**src/rtl/adder_tree_pkg.sv**
```systemverilog
// -----------------------------------------------------------------------------
// adder_tree_pkg
//   Shared helpers for the adder tree and the multiplier array feeding it.
//   - clog2(v)            : ceiling log2, usable in constant expressions
//   - tree_levels(lanes)  : number of registered adder levels for a lane count
//   - lane_width(dw, k)   : bit width of one lane after k adder levels
//   - tree_pairs(lanes,k) : number of adder pairs in level k
// -----------------------------------------------------------------------------
package adder_tree_pkg;

  // Bounded loop so the function stays a legal constant function.
  function automatic int clog2(input int v);
    int r;
    r = 0;
    for (int i = 0; i < 31; i++) begin
      if ((1 << i) < v) r = i + 1;
    end
    return r;
  endfunction

  function automatic int tree_levels(input int lanes);
    return clog2(lanes);
  endfunction

  // Each level adds one growth bit, so no sum inside the tree can overflow.
  function automatic int lane_width(input int dw, input int k);
    return dw + k;
  endfunction

  function automatic int tree_pairs(input int lanes, input int k);
    return lanes >> (k + 1);
  endfunction

endpackage : adder_tree_pkg

```
**src/rtl/adder_tree_level.sv**
```systemverilog
// -----------------------------------------------------------------------------
// adder_tree_level
//   One registered level of the adder tree: PAIRS signed pairwise adders, each
//   sign-extending its IN_W-bit operands to IN_W+1 bits, plus the valid/first/
//   last sideband that travels with the data.
// Ports
//   clock_i    in   rising-edge clock
//   reset_ni   in   asynchronous active-low reset
//   enable_i   in   1 = capture new data, 0 = hold everything
//   valid_i    in   beat valid (sideband)
//   first_i    in   first beat of a sum (sideband)
//   last_i     in   last beat of a sum (sideband)
//   data_i     in   2*PAIRS lanes of IN_W bits, lane 0 in the LSBs
//   valid_o    out  registered valid
//   first_o    out  registered first
//   last_o     out  registered last
//   data_o     out  PAIRS lanes of IN_W+1 bits, lane p = in[2p] + in[2p+1]
// -----------------------------------------------------------------------------
module adder_tree_level
  import adder_tree_pkg::*;
#(
  parameter int IN_W  = 16,
  parameter int PAIRS = 4
) (
  input  logic                            clock_i,
  input  logic                            reset_ni,
  input  logic                            enable_i,
  input  logic                            valid_i,
  input  logic                            first_i,
  input  logic                            last_i,
  input  logic [2*PAIRS*IN_W-1:0]         data_i,
  output logic                            valid_o,
  output logic                            first_o,
  output logic                            last_o,
  output logic [PAIRS*lane_width(IN_W,1)-1:0] data_o
);

  localparam int OUT_W = lane_width(IN_W, 1);

  logic [PAIRS*OUT_W-1:0] sum_d;
  logic [PAIRS*OUT_W-1:0] sum_q;
  logic                   valid_q;
  logic                   first_q;
  logic                   last_q;

  for (genvar p = 0; p < PAIRS; p++) begin : g_pair
    logic signed [IN_W-1:0] op_a;
    logic signed [IN_W-1:0] op_b;
    assign op_a = data_i[(2*p)*IN_W +: IN_W];
    assign op_b = data_i[(2*p+1)*IN_W +: IN_W];
    // Signed size casts sign-extend before the add.
    assign sum_d[p*OUT_W +: OUT_W] = OUT_W'(op_a) + OUT_W'(op_b);
  end

  // Data registers advance on every enabled cycle, bubbles included; only the
  // valid sideband decides whether the accumulator uses the value.
  always_ff @(posedge clock_i or negedge reset_ni) begin
    if (!reset_ni) begin
      sum_q   <= '0;
      valid_q <= 1'b0;
      first_q <= 1'b0;
      last_q  <= 1'b0;
    end else if (enable_i) begin
      sum_q   <= sum_d;
      valid_q <= valid_i;
      first_q <= first_i;
      last_q  <= last_i;
    end
  end

  assign data_o  = sum_q;
  assign valid_o = valid_q;
  assign first_o = first_q;
  assign last_o  = last_q;

endmodule : adder_tree_level

```
**src/rtl/adder_tree_acc_pipe.sv**
```systemverilog
// -----------------------------------------------------------------------------
// adder_tree_acc_pipe
//   Pipelined signed adder tree (LEVELS = log2(TREE_SIZE) register stages)
//   followed by a one-register multi-beat accumulator. Kernels larger than the
//   tree stream in as several beats framed by in_first / in_last.
//
//   Handshake: there is no back-pressure. A beat is accepted on a rising edge
//   when enable=1 and in_valid=1; in_first/in_last are meaningful only then.
//   out_valid is a one-enabled-cycle pulse; out/out_sat hold until the next
//   completed sum. enable=0 freezes every register, out_valid included.
//
//   Optional feature macro: ADDER_TREE_ACC_SAT_EN
//     defined     : out = acc clamped to the signed OUT_WIDTH range, out_sat
//                   flags a clamp and is registered with out.
//     not defined : out = acc[OUT_WIDTH-1:0] (wrap), out_sat tied to 0.
//
// Ports
//   clock      in   rising-edge clock
//   reset      in   asynchronous active-low reset
//   enable     in   1 = pipeline advances, 0 = full stall
//   in_valid   in   beat on in is valid
//   in_first   in   first beat of a sum
//   in_last    in   last beat of a sum
//   in         in   TREE_SIZE lanes of DATA_WIDTH, lane 0 in the LSBs
//   out_valid  out  completed-sum pulse
//   out        out  completed signed sum
//   out_sat    out  out was clamped
// -----------------------------------------------------------------------------
module adder_tree_acc_pipe
  import adder_tree_pkg::*;
#(
  parameter int DATA_WIDTH = 16,
  parameter int TREE_SIZE  = 8,
  parameter int ACC_WIDTH  = 48,
  parameter int OUT_WIDTH  = 32
) (
  input  logic                            clock,
  input  logic                            reset,
  input  logic                            enable,
  input  logic                            in_valid,
  input  logic                            in_first,
  input  logic                            in_last,
  input  logic [TREE_SIZE*DATA_WIDTH-1:0] in,
  output logic                            out_valid,
  output logic [OUT_WIDTH-1:0]            out,
  output logic                            out_sat
);

  localparam int LEVELS = tree_levels(TREE_SIZE);
  localparam int SUM_W  = lane_width(DATA_WIDTH, LEVELS);

  // Sideband per level boundary: index 0 is the input, index LEVELS is the
  // tree output seen by the accumulator.
  logic [LEVELS:0] lvl_valid;
  logic [LEVELS:0] lvl_first;
  logic [LEVELS:0] lvl_last;

  assign lvl_valid[0] = in_valid;
  assign lvl_first[0] = in_first;
  assign lvl_last[0]  = in_last;

  for (genvar k = 0; k < LEVELS; k++) begin : g_lvl
    localparam int IN_W  = lane_width(DATA_WIDTH, k);
    localparam int PAIRS = tree_pairs(TREE_SIZE, k);

    logic [2*PAIRS*IN_W-1:0]     d_in;
    logic [PAIRS*(IN_W+1)-1:0]   d_out;

    if (k == 0) begin : g_src
      assign d_in = in;
    end else begin : g_src
      assign d_in = g_lvl[k-1].d_out;
    end

    adder_tree_level #(
      .IN_W  (IN_W),
      .PAIRS (PAIRS)
    ) u_level (
      .clock_i  (clock),
      .reset_ni (reset),
      .enable_i (enable),
      .valid_i  (lvl_valid[k]),
      .first_i  (lvl_first[k]),
      .last_i   (lvl_last[k]),
      .data_i   (d_in),
      .valid_o  (lvl_valid[k+1]),
      .first_o  (lvl_first[k+1]),
      .last_o   (lvl_last[k+1]),
      .data_o   (d_out)
    );
  end

  // ---------------------------------------------------------------------------
  // Accumulator / output stage
  // ---------------------------------------------------------------------------
  logic signed [SUM_W-1:0]     tree_sum;
  logic        [ACC_WIDTH-1:0] tree_ext;
  logic        [ACC_WIDTH-1:0] acc_d;
  logic        [ACC_WIDTH-1:0] acc_q;
  logic                        emit;
  logic        [OUT_WIDTH-1:0] out_red;
  logic        [OUT_WIDTH-1:0] out_d;
  logic        [OUT_WIDTH-1:0] out_q;
  logic                        out_valid_q;

  assign tree_sum = g_lvl[LEVELS-1].d_out;
  assign tree_ext = ACC_WIDTH'(tree_sum);
  assign emit     = lvl_valid[LEVELS] & lvl_last[LEVELS];

  // A first beat restarts the sum, silently dropping any open partial sum.
  // The add wraps modulo 2^ACC_WIDTH by construction.
  always_comb begin
    acc_d = acc_q;
    if (lvl_valid[LEVELS]) begin
      if (lvl_first[LEVELS]) acc_d = tree_ext;
      else                   acc_d = acc_q + tree_ext;
    end
  end

`ifdef ADDER_TREE_ACC_SAT_EN
  logic [ACC_WIDTH-OUT_WIDTH:0] acc_hi;
  logic                         acc_ovf;
  logic                         sat_d;
  logic                         sat_q;

  // acc fits the signed OUT_WIDTH range exactly when every bit from the
  // output sign position upward is equal.
  assign acc_hi  = acc_d[ACC_WIDTH-1:OUT_WIDTH-1];
  assign acc_ovf = ~((&acc_hi) | ~(|acc_hi));

  always_comb begin
    out_red = acc_d[OUT_WIDTH-1:0];
    if (acc_ovf) begin
      if (acc_d[ACC_WIDTH-1]) out_red = {1'b1, {(OUT_WIDTH-1){1'b0}}};
      else                    out_red = {1'b0, {(OUT_WIDTH-1){1'b1}}};
    end
  end

  always_comb begin
    sat_d = sat_q;
    if (emit) sat_d = acc_ovf;
  end

  always_ff @(posedge clock or negedge reset) begin
    if (!reset) begin
      sat_q <= 1'b0;
    end else if (enable) begin
      sat_q <= sat_d;
    end
  end

  assign out_sat = sat_q;
`else
  assign out_red = acc_d[OUT_WIDTH-1:0];
  assign out_sat = 1'b0;
`endif

  always_comb begin
    out_d = out_q;
    if (emit) out_d = out_red;
  end

  always_ff @(posedge clock or negedge reset) begin
    if (!reset) begin
      acc_q       <= '0;
      out_q       <= '0;
      out_valid_q <= 1'b0;
    end else if (enable) begin
      acc_q       <= acc_d;
      out_q       <= out_d;
      out_valid_q <= emit;
    end
  end

  assign out_valid = out_valid_q;
  assign out       = out_q;

endmodule : adder_tree_acc_pipe

```
**config.mk**
```make
export PLATFORM = sky130hd
export DESIGN_NAME = adder_tree_acc_pipe
export DESIGN_NICKNAME = d
export VERILOG_FILES = /design/src/rtl/adder_tree_pkg.sv /design/src/rtl/adder_tree_level.sv /design/src/rtl/adder_tree_acc_pipe.sv
export SDC_FILE = /design/constraint.sdc
export NUM_CORES = 1
export LEC_CHECK = 0
export CORE_MARGIN = 2
export CORE_UTILIZATION = 39
export DETAILED_ROUTE_END_ITERATION = 8
export SYNTH_ARGS = -nofsm -noshare
export SYNTH_HDL_FRONTEND = slang
export SYNTH_SLANG_ARGS = --single-unit
```
**constraint.sdc**
```tcl
create_clock -name clock -period 3.45 [get_ports clock]
set_input_delay 0.69 -clock clock [delete_from_list [all_inputs] [get_ports clock]]
set_output_delay 0.69 -clock clock [all_outputs]
set_load 0.005 [all_outputs]
```
==> summary.md, run 1 <==
| Metric | Value |
|---|---|
| Final critical-path required period | `3.26 ns` |
| Unrepaired setup endpoints after global routing | `false` |
| DIE AREA | `0.0363 mm²` |
| Placer congestion estimate | `0.848` |
| Count of input and output buffers | `166` |
| Die Span X | `190 µm` |
| Slowest stage delay, CP | `0.44 ns` |
| FMAX | `0.307 GHz` |
| Slew at the pin closest to its max-slew limit | `0.862 ns` |
| Count of cells resized by post-cts repair | `0` |
| Number of cell rows | `68` |
| Final clock period utilization by the worst path | `0.945` |
| Number of failing setup endpoints in the final timing report | `0` |
| Depth of the CTS H-tree | `4` |
| Post-Synthesis Mean Instance Area | `9.66 µm²` |
| Via count of the first global-routing pass | `10900` |
| Worst IR drop on VDD | `414 µV` |
| Placed inst area | `0.0161 mm²` |
| Hold WC Path Type | `in2async` |
| Final slew viol count | `0` |
| Die extent in y | `190 µm` |
| First-iteration detailed-routing DRC count | `638` |
| Post-route standard cell area excluding fillers | `0.0167 mm²` |
| Kind of end point of the critical path | `flip-flop` |
| Flip-flop and latch count after synthesis | `197` |
| Count of mapped cells out of synthesis | `1404` |
| Number of warning messages in the yosys log | `0` |
| Initial antenna violation count | `0` |
| Total half-perimeter wirelength after legalization and detailed placement | `24000 µm` |
| Leakage | `7.42 nW` |
| Worst Setup Path Type | `reg2reg` |
| Cell-by-cell trace of the critical path | `ha_1 -> fa_1 -> a21o_1 -> a21o_1 -> a21oi_2 -> o21ai_1 -> nand4_1 -> a31oi_1 -> or4_1 -> a31oi_1 -> xnor2_1 -> mux2_2` |
| Worst endpoint required time | `3.77 ns` |
| Antenna violation net count after detailed routing | `0` |
| Cell family contributing the most delay on the critical path | `compound AO/OA/AOI/OAI gates` |
| Final clock skew | `0.0121 ns` |
| Number of clock buffers inserted by TritonCTS | `17` |
| Starting Density | `0.395` |
| Clock tree from TritonCTS | `yes` |
| Worst-Skew Late Latency | `0.43 ns` |
| Area delta synth->final | `23.3%` |
| Power per Cell Area | `815 mW/mm²` |
| Layout cell share with drive strength beyond 1 | `0.129` |
| Congestion Overflow GR | `0` |
| Data arrival at the endpoint of the critical path | `3.58 ns` |
| Utilization of the core after routing | `0.487` |
| Post-CTS Setup Repair Bufs | `0` |
| Clock Tree Buf Depth | `2` |
| Syn Nets | `1693` |
| Synth unique cells | `68` |
| Number of DRC violations after detailed routing | `0` |
| Critical Path Slowest Stage Cell | `or4_1` |
| Count of antenna diodes in the layout | `0` |
| Clock transition at the register clock pins on the worst setup and hold paths after CTS | `0.08 ns` |
| Fraction of the yosys area taken by sequential cells | `0.363` |
| Via count of the routed design | `10800` |
| Number of synthesized flops with an enable pin | `0` |
| Maximum number of pins on one net before global-route repair | `75` |
| Post-Route WL | `30800 µm` |
| All-Layer GR Usage | `0.177` |
| Worst slack at placement | `-0.320 ns` |
| Max-cap check violation count | `0` |
| First-pass GRT wire length | `52900 µm` |
| Core ar. | `0.0344 mm²` |
| Hold-fix buffers, CTS | `0` |
| Count of buffering cells on the critical path with inverters included | `0` |
| Critical-path maximum fanout | `3` |
| Final worst slack | `0.190 ns` |
| Cell area after synthesis | `0.0136 mm²` |
| Status | `completed` |
| CTS Root Buffer Type | `clkbuf_16` |
| Final net count | `1894` |
| Sink count of the clock tree | `197` |
| Startpoint type of the worst setup path | `flip-flop` |
| Top_reg_cell synth | `dfrtp_1` |
| Total I/O pin count | `168` |
| Average detailed-routed wire length per instance | `14.9 µm` |
| Total of fill cells in the finished design | `3284` |
| Post-synth ARST share | `1.00` |
| Final Hold Violating Endpoints | `0` |
| Worst max-slew margin expressed relative to the limit | `0.425` |
| Via density per instance | `5.22` |
| Router iterations before antenna repair | `5` |
| Setup_tns | `0 ns` |
[flip-flops by register name, indices dropped and copies added (netlist names)]
register               cells
g_lvl.u_level.data_o     123
acc_q                     32
out                       32
out_valid                  1
g_lvl.u_level.valid_o      3
g_lvl.u_level.last_o       3
g_lvl.u_level.first_o      3
[cells by family after synthesis]
kind of cell / Yosys count / synth area share
compound gates: 412 / 0.195
simple gates: 345 / 0.116
flops: 197 / 0.363
fa+ha+maj: 155 / 0.147
xor+xnor: 108 / 0.0697
mux: 102 / 0.0847
buf+inv: 84 / 0.0235
other cells: 1 / 0.000276
[worst reg2reg max path: cells and delay by family, from the launching register on]
| kind | cells | cell delay [ns] |
|---|---|---|
| AOI/OAI and AO/OA | 6 | 1.06 |
| adders and majority gates | 2 | 0.64 |
| and+or+nand+nor | 2 | 0.60 |
| DFF | 1 | 0.39 |
| muxes | 1 | 0.30 |
| xor gates and xnor gates | 1 | 0.17 |
[synthesized netlist by cell type (all sizes together), types with 3 or more instances]
cell type,number,area (µm²)
nand3,32,160
clkbuf,41,154
a211oi,21,158
mux2i,6,60.1
nor4,3,18.8
nor2,90,338
nor3b,7,52.6
a2111oi,3,26.3
nand2,130,488
nand2b,11,68.8
and2,4,25.0
o31a,4,35.0
inv,37,139
o21a,16,120
o41ai,3,26.3
buf,6,26.3
o31ai,8,60.1
mux2,96,1090
and3,8,50.1
or2,3,18.8
a41oi,6,52.6
fa,8,160
ha,147,1840
o2111ai,3,26.3
a31oi,18,113
o211ai,6,45.0
nand4,13,81.3
or3,4,25.0
nor2b,10,62.6
o21bai,19,143
xnor2,77,674
o22a,10,87.6
nor4b,3,26.3
a21oi,108,559
a31o,3,26.3
o2bb2ai,4,35.0
or4,4,30.0
a221o,7,70.1
o22ai,4,25.0
nor3,18,90.1
dfrtp,197,4930
o21ai,107,543
xor2,31,272
a21o,49,368
[area by class of cell]
| cell class | count | area [µm²] | area share |
|---|---|---|---|
| Sequential cell | 197 | 4930 | 0.295 |
| Timing Repair Buffer | 229 | 2160 | 0.129 |
| Multi-Input combinational cell | 1123 | 8340 | 0.499 |
| Inverter | 37 | 139 | 0.00830 |
| Clock buffer | 17 | 425 | 0.0254 |
| Clock inverter | 15 | 163 | 0.00972 |
| Tap cell | 455 | 569 | 0.0340 |
[cell usage in the layout (no fill, tap or decap), types with 8 or more instances in the layout]
cell,count
nor3_1,18
buf_4,62
nor2b_1,10
o22a_1,10
nor2_1,90
clkbuf_16,17
a31oi_1,18
o21ai_0,58
xnor2_1,77
mux2_2,94
fa_1,8
a21oi_1,102
nand2b_1,11
a211oi_1,20
nand3_1,32
a21o_1,49
nand4_1,13
and3_1,8
o21ai_1,47
o31ai_1,8
inv_1,36
o21a_1,16
clkdlybuf4s50_1,164
nand2_1,130
o21bai_1,19
ha_1,147
dfrtp_1,197
xor2_1,31
[routing by layer]
| layer | GRT usage | part of all wire | vias up |
|---|---|---|---|
| met5 | 0 | 0 | - |
| met3 | 0.0280 | 0.037 | 12 |
| met4 | 0.0340 | 0.0071 | 0 |
| met2 | 0.291 | 0.45 | 186 |
| li1 | - | - | 5535 |
| met1 | 0.249 | 0.50 | 5090 |
[report_power, final]
group / total, mW / internal, mW / switching, mW
Combinational: 7.83 / 3.81 / 4.02
Sequential: 3.81 / 3.19 / 0.625
Clock: 1.98 / 1.03 / 0.953
Total: 13.6 / 8.03 / 5.59
[final timing paths]
check,start,to,slack [ns],cells past startpoint
worst max-delay path,g_lvl[0].u_level.data_o[0],g_lvl[1].u_level.data_o[16],0.19,12
worst min-delay path,reset,g_lvl[0].u_level.data_o[2],0.23,1
worst max register to register,g_lvl[0].u_level.data_o[0],g_lvl[1].u_level.data_o[16],0.19,12
worst min register to register,out[7],out[7],0.48,2
max in group asynchronous,reset,g_lvl[1].u_level.data_o[7],2.34,2
min in group clock,out[7],out[7],0.48,2
[stage by stage]
step / hold slack, ns / cells / power [mW]
CTS: 0.280 / 2073 / 13.7
global route: 0.296 / 2073 / 14.9
floorplan: 0.394 / 1404 / 9.41
finish: 0.234 / 2073 / 13.6
global placement: 0.461 / 2041 / 11.5
detailed placement: 0.466 / 2041 / 11.6
(Power assumes the default switching activity.)
==> run 2: changes to the inputs <==
Settings changed: DONT_BUFFER_PORTS from default to 1, SLEW_MARGIN from default to 25.
==> summary.md, run 2 (same netlist as run 1, synthesis figures left out) <==
| Metric | Value |
|---|---|
| Status | `finished, violations left` |
| Failing checks | `hold timing` |
| Number of standard cells in the layout, taps in and fillers out | `1861 (-10%)` |
| Worst Setup Path Type | `reg2reg` |
| Number of cell rows | `68 (unchanged)` |
| Average detailed-routed wire length per instance | `15.9 µm (+6.8%)` |
| GRT met1 Usage | `0.240 (-0.00871)` |
| Kind of end point of the critical path | `flip-flop` |
| Total I/O pin count | `168 (unchanged)` |
| Die extent in y | `190 µm (unchanged)` |
| Starting Density | `0.395 (unchanged)` |
| Share of total power consumed by net switching | `0.416 (+0.00509)` |
| Final critical-path required period | `3.15 ns (-0.109 ns)` |
| Final net count | `1682 (-11%)` |
| Data arrival at the endpoint of the critical path | `3.48 ns (-0.10 ns)` |
| Via count of the first global-routing pass | `9951 (-8.4%)` |
| Maximum number of pins on one net before global-route repair | `198 (+160%)` |
| Power per Cell Area | `887 mW/mm² (+8.9%)` |
| GR met3 Demand/Resource | `0.0280 (unchanged)` |
| Layout cell share with drive strength beyond 1 | `0.110 (-0.0183)` |
| Met2 Track Usage GR | `0.265 (-0.0266)` |
| Clock Tree Buf Depth | `2 (unchanged)` |
| Register share of total power | `0.297 (+0.017)` |
| Worst IR drop on VDD | `489 µV (+18%)` |
| Area delta synth->final | `8.34%` |
| Router iterations before antenna repair | `5 (unchanged)` |
| All-Layer GR Usage | `0.167 (-0.00995)` |
| Sink count of the clock tree | `197 (unchanged)` |
| Number of flip-flops under the largest register name | `123 (unchanged)` |
| Count of input and output buffers | `0 (-100%)` |
| Via count of the routed design | `10100 (-6.5%)` |
| Internal power | `7.61 mW (-5.2%)` |
| Placer congestion estimate | `0.872 (+2.9%)` |
| Worst hold-check slack | `-0.0407 ns (-0.275 ns)` |
| Count of antenna diodes in the layout | `0 (unchanged)` |
| Final clock skew | `0.0134 ns (+0.00130 ns)` |
| CTS Root Buffer Type | `clkbuf_16` |
| Initial antenna violation count | `0 (unchanged)` |
| First-iteration detailed-routing DRC count | `489 (-23%)` |
| Sw power | `5.42 mW (-3.2%)` |
| Placed cell count | `1829 (-10%)` |
| FMAX | `0.317 GHz (+3.5%)` |
| Depth of the CTS H-tree | `4 (unchanged)` |
| Final Hold Violating Endpoints | `54 (+54)` |
| Most frequent cells in the layout | `dfrtp_1, ha_1, nand2_1` |
| Congestion Overflow GR | `0 (unchanged)` |
| Number of DRC violations after detailed routing | `0 (unchanged)` |
| Slew at the pin closest to its max-slew limit | `0.745 ns (-0.117 ns)` |
| Number of failing setup endpoints in the final timing report | `0 (unchanged)` |
| Die Span X | `190 µm (unchanged)` |
| Setup_tns | `0 ns (unchanged)` |
| Hold WC Path Type | `in2async` |
| Clock transition at the register clock pins on the worst setup and hold paths after CTS | `0.08 ns (about the same)` |
| Post-Route WL | `29500 µm (-4.2%)` |
| Post-CTS Setup Repair Bufs | `0 (unchanged)` |
| Via density per instance | `5.44 (+4.1%)` |
| Layer with the highest usage | `met2` |
| Startpoint type of the worst setup path | `flip-flop` |
| Number of clock buffers inserted by TritonCTS | `17 (unchanged)` |
| Worst max-slew margin expressed relative to the limit | `0.503 (+0.0782)` |
| Final clock period utilization by the worst path | `0.913 (-0.0315)` |
| Core ar. | `0.0344 mm² (unchanged)` |
| Max-cap check violation count | `0 (unchanged)` |
| Worst-Skew Late Latency | `0.44 ns (about the same)` |
| Combinational share of power | `0.543 (-0.031)` |
| Final slew viol count | `0 (unchanged)` |
| Total half-perimeter wirelength after legalization and detailed placement | `22000 µm (-8.3%)` |
| Relative contribution of the clock network to total power | `0.160 (+0.014)` |
| Clock tree from TritonCTS | `yes` |
| Leakage | `6.54 nW (-12%)` |
| First-pass GRT wire length | `49800 µm (-5.8%)` |
| Unrepaired setup endpoints after global routing | `false` |
| Count of cells resized by post-cts repair | `0 (unchanged)` |
| DIE AREA | `0.0363 mm² (unchanged)` |
| Most common library cell in the layout ignoring fill and taps | `dfrtp_1` |
| Antenna violation net count after detailed routing | `0 (unchanged)` |
| Critical-path maximum fanout | `3 (unchanged)` |
| Worst endpoint required time | `3.77 ns (about the same)` |
-- run 2: cell count changes in the layout (fill, tap and decap cells not counted), sizes merged --
cell,change
clkinv,-1
bufinv,+1
clkbuf,-1
buf,-47
clkdlybuf4s50,-164
-- run 2: layout make-up --
cell class / instances / area [µm²]
Tap cell: 455 / 569
Clock buffer: 17 / 425
Clock inverter: 15 / 189
Fill cell: 3369 / 19700
Multi-Input combinational cell: 1123 / 8320
Inverter: 37 / 139
Timing Repair Buffer: 17 / 128
Sequential cell: 197 / 4930
-- run 2: metal layers --
metal	vias up	wire [µm]
li1	5136	-
met1	4789	15100
met2	180	13100
met3	12	1170
met4	0	196
met5	-	0
-- run 2: critical path, cell delays in order (launching register included) --
cell and delay, ns:
dfrtp_1 0.39, ha_1 0.23, fa_1 0.40, a21o_1 0.17, a21o_1 0.19, a21oi_1 0.21
o21ai_1 0.15, nand4_1 0.16, a31oi_1 0.16, or4_1 0.44, a31oi_1 0.21, xnor2_1 0.08
mux2_2 0.26
-- run 2: power groups by stage --
stage	logic, mW	registers [mW]	clock network (mW)
after floorplan	5.74	3.67	0
after global placement	6.90	3.92	0
after detailed placement	7.03	3.94	0
after CTS	7.08	3.90	2.15
after global routing	8.01	4.01	2.25
final	7.07	3.88	2.08
-- run 2: path summary, 6_finish.rpt --
check	from	end	slack, ns	depth (start not counted)
setup / recovery	g_lvl[0].u_level.data_o[0]	g_lvl[1].u_level.data_o[16]	0.30	12
hold / removal	reset	out[1]	-0.04	0
setup reg to reg	g_lvl[0].u_level.data_o[0]	g_lvl[1].u_level.data_o[16]	0.30	12
hold reg to reg	g_lvl[1].u_level.valid_o	g_lvl[2].u_level.valid_o	0.48	2
max in group asynchronous	reset	g_lvl[0].u_level.data_o[65]	3.16	0
min in group clock	in_last	g_lvl[0].u_level.last_o	0.41	1
-- run 2: through the flow --
step | cell area (µm²) | hold WS, ns | util | total power, mW | setup slack, ns
2_1_floorplan | 13600 | 0.394 | - | 9.41 | 0.282
6_report | 14700 | -0.0407 | 0.428 | 13.0 | 0.299
3_5_place_dp | 14100 | 0.413 | 0.410 | 11.0 | 0.0438
4_1_cts | 14700 | -0.0712 | 0.428 | 13.1 | 0.293
3_3_place_gp | 14100 | 0.410 | 0.410 | 10.8 | 0.0527
5_1_grt | 14700 | -0.0720 | 0.428 | 14.3 | 0.106
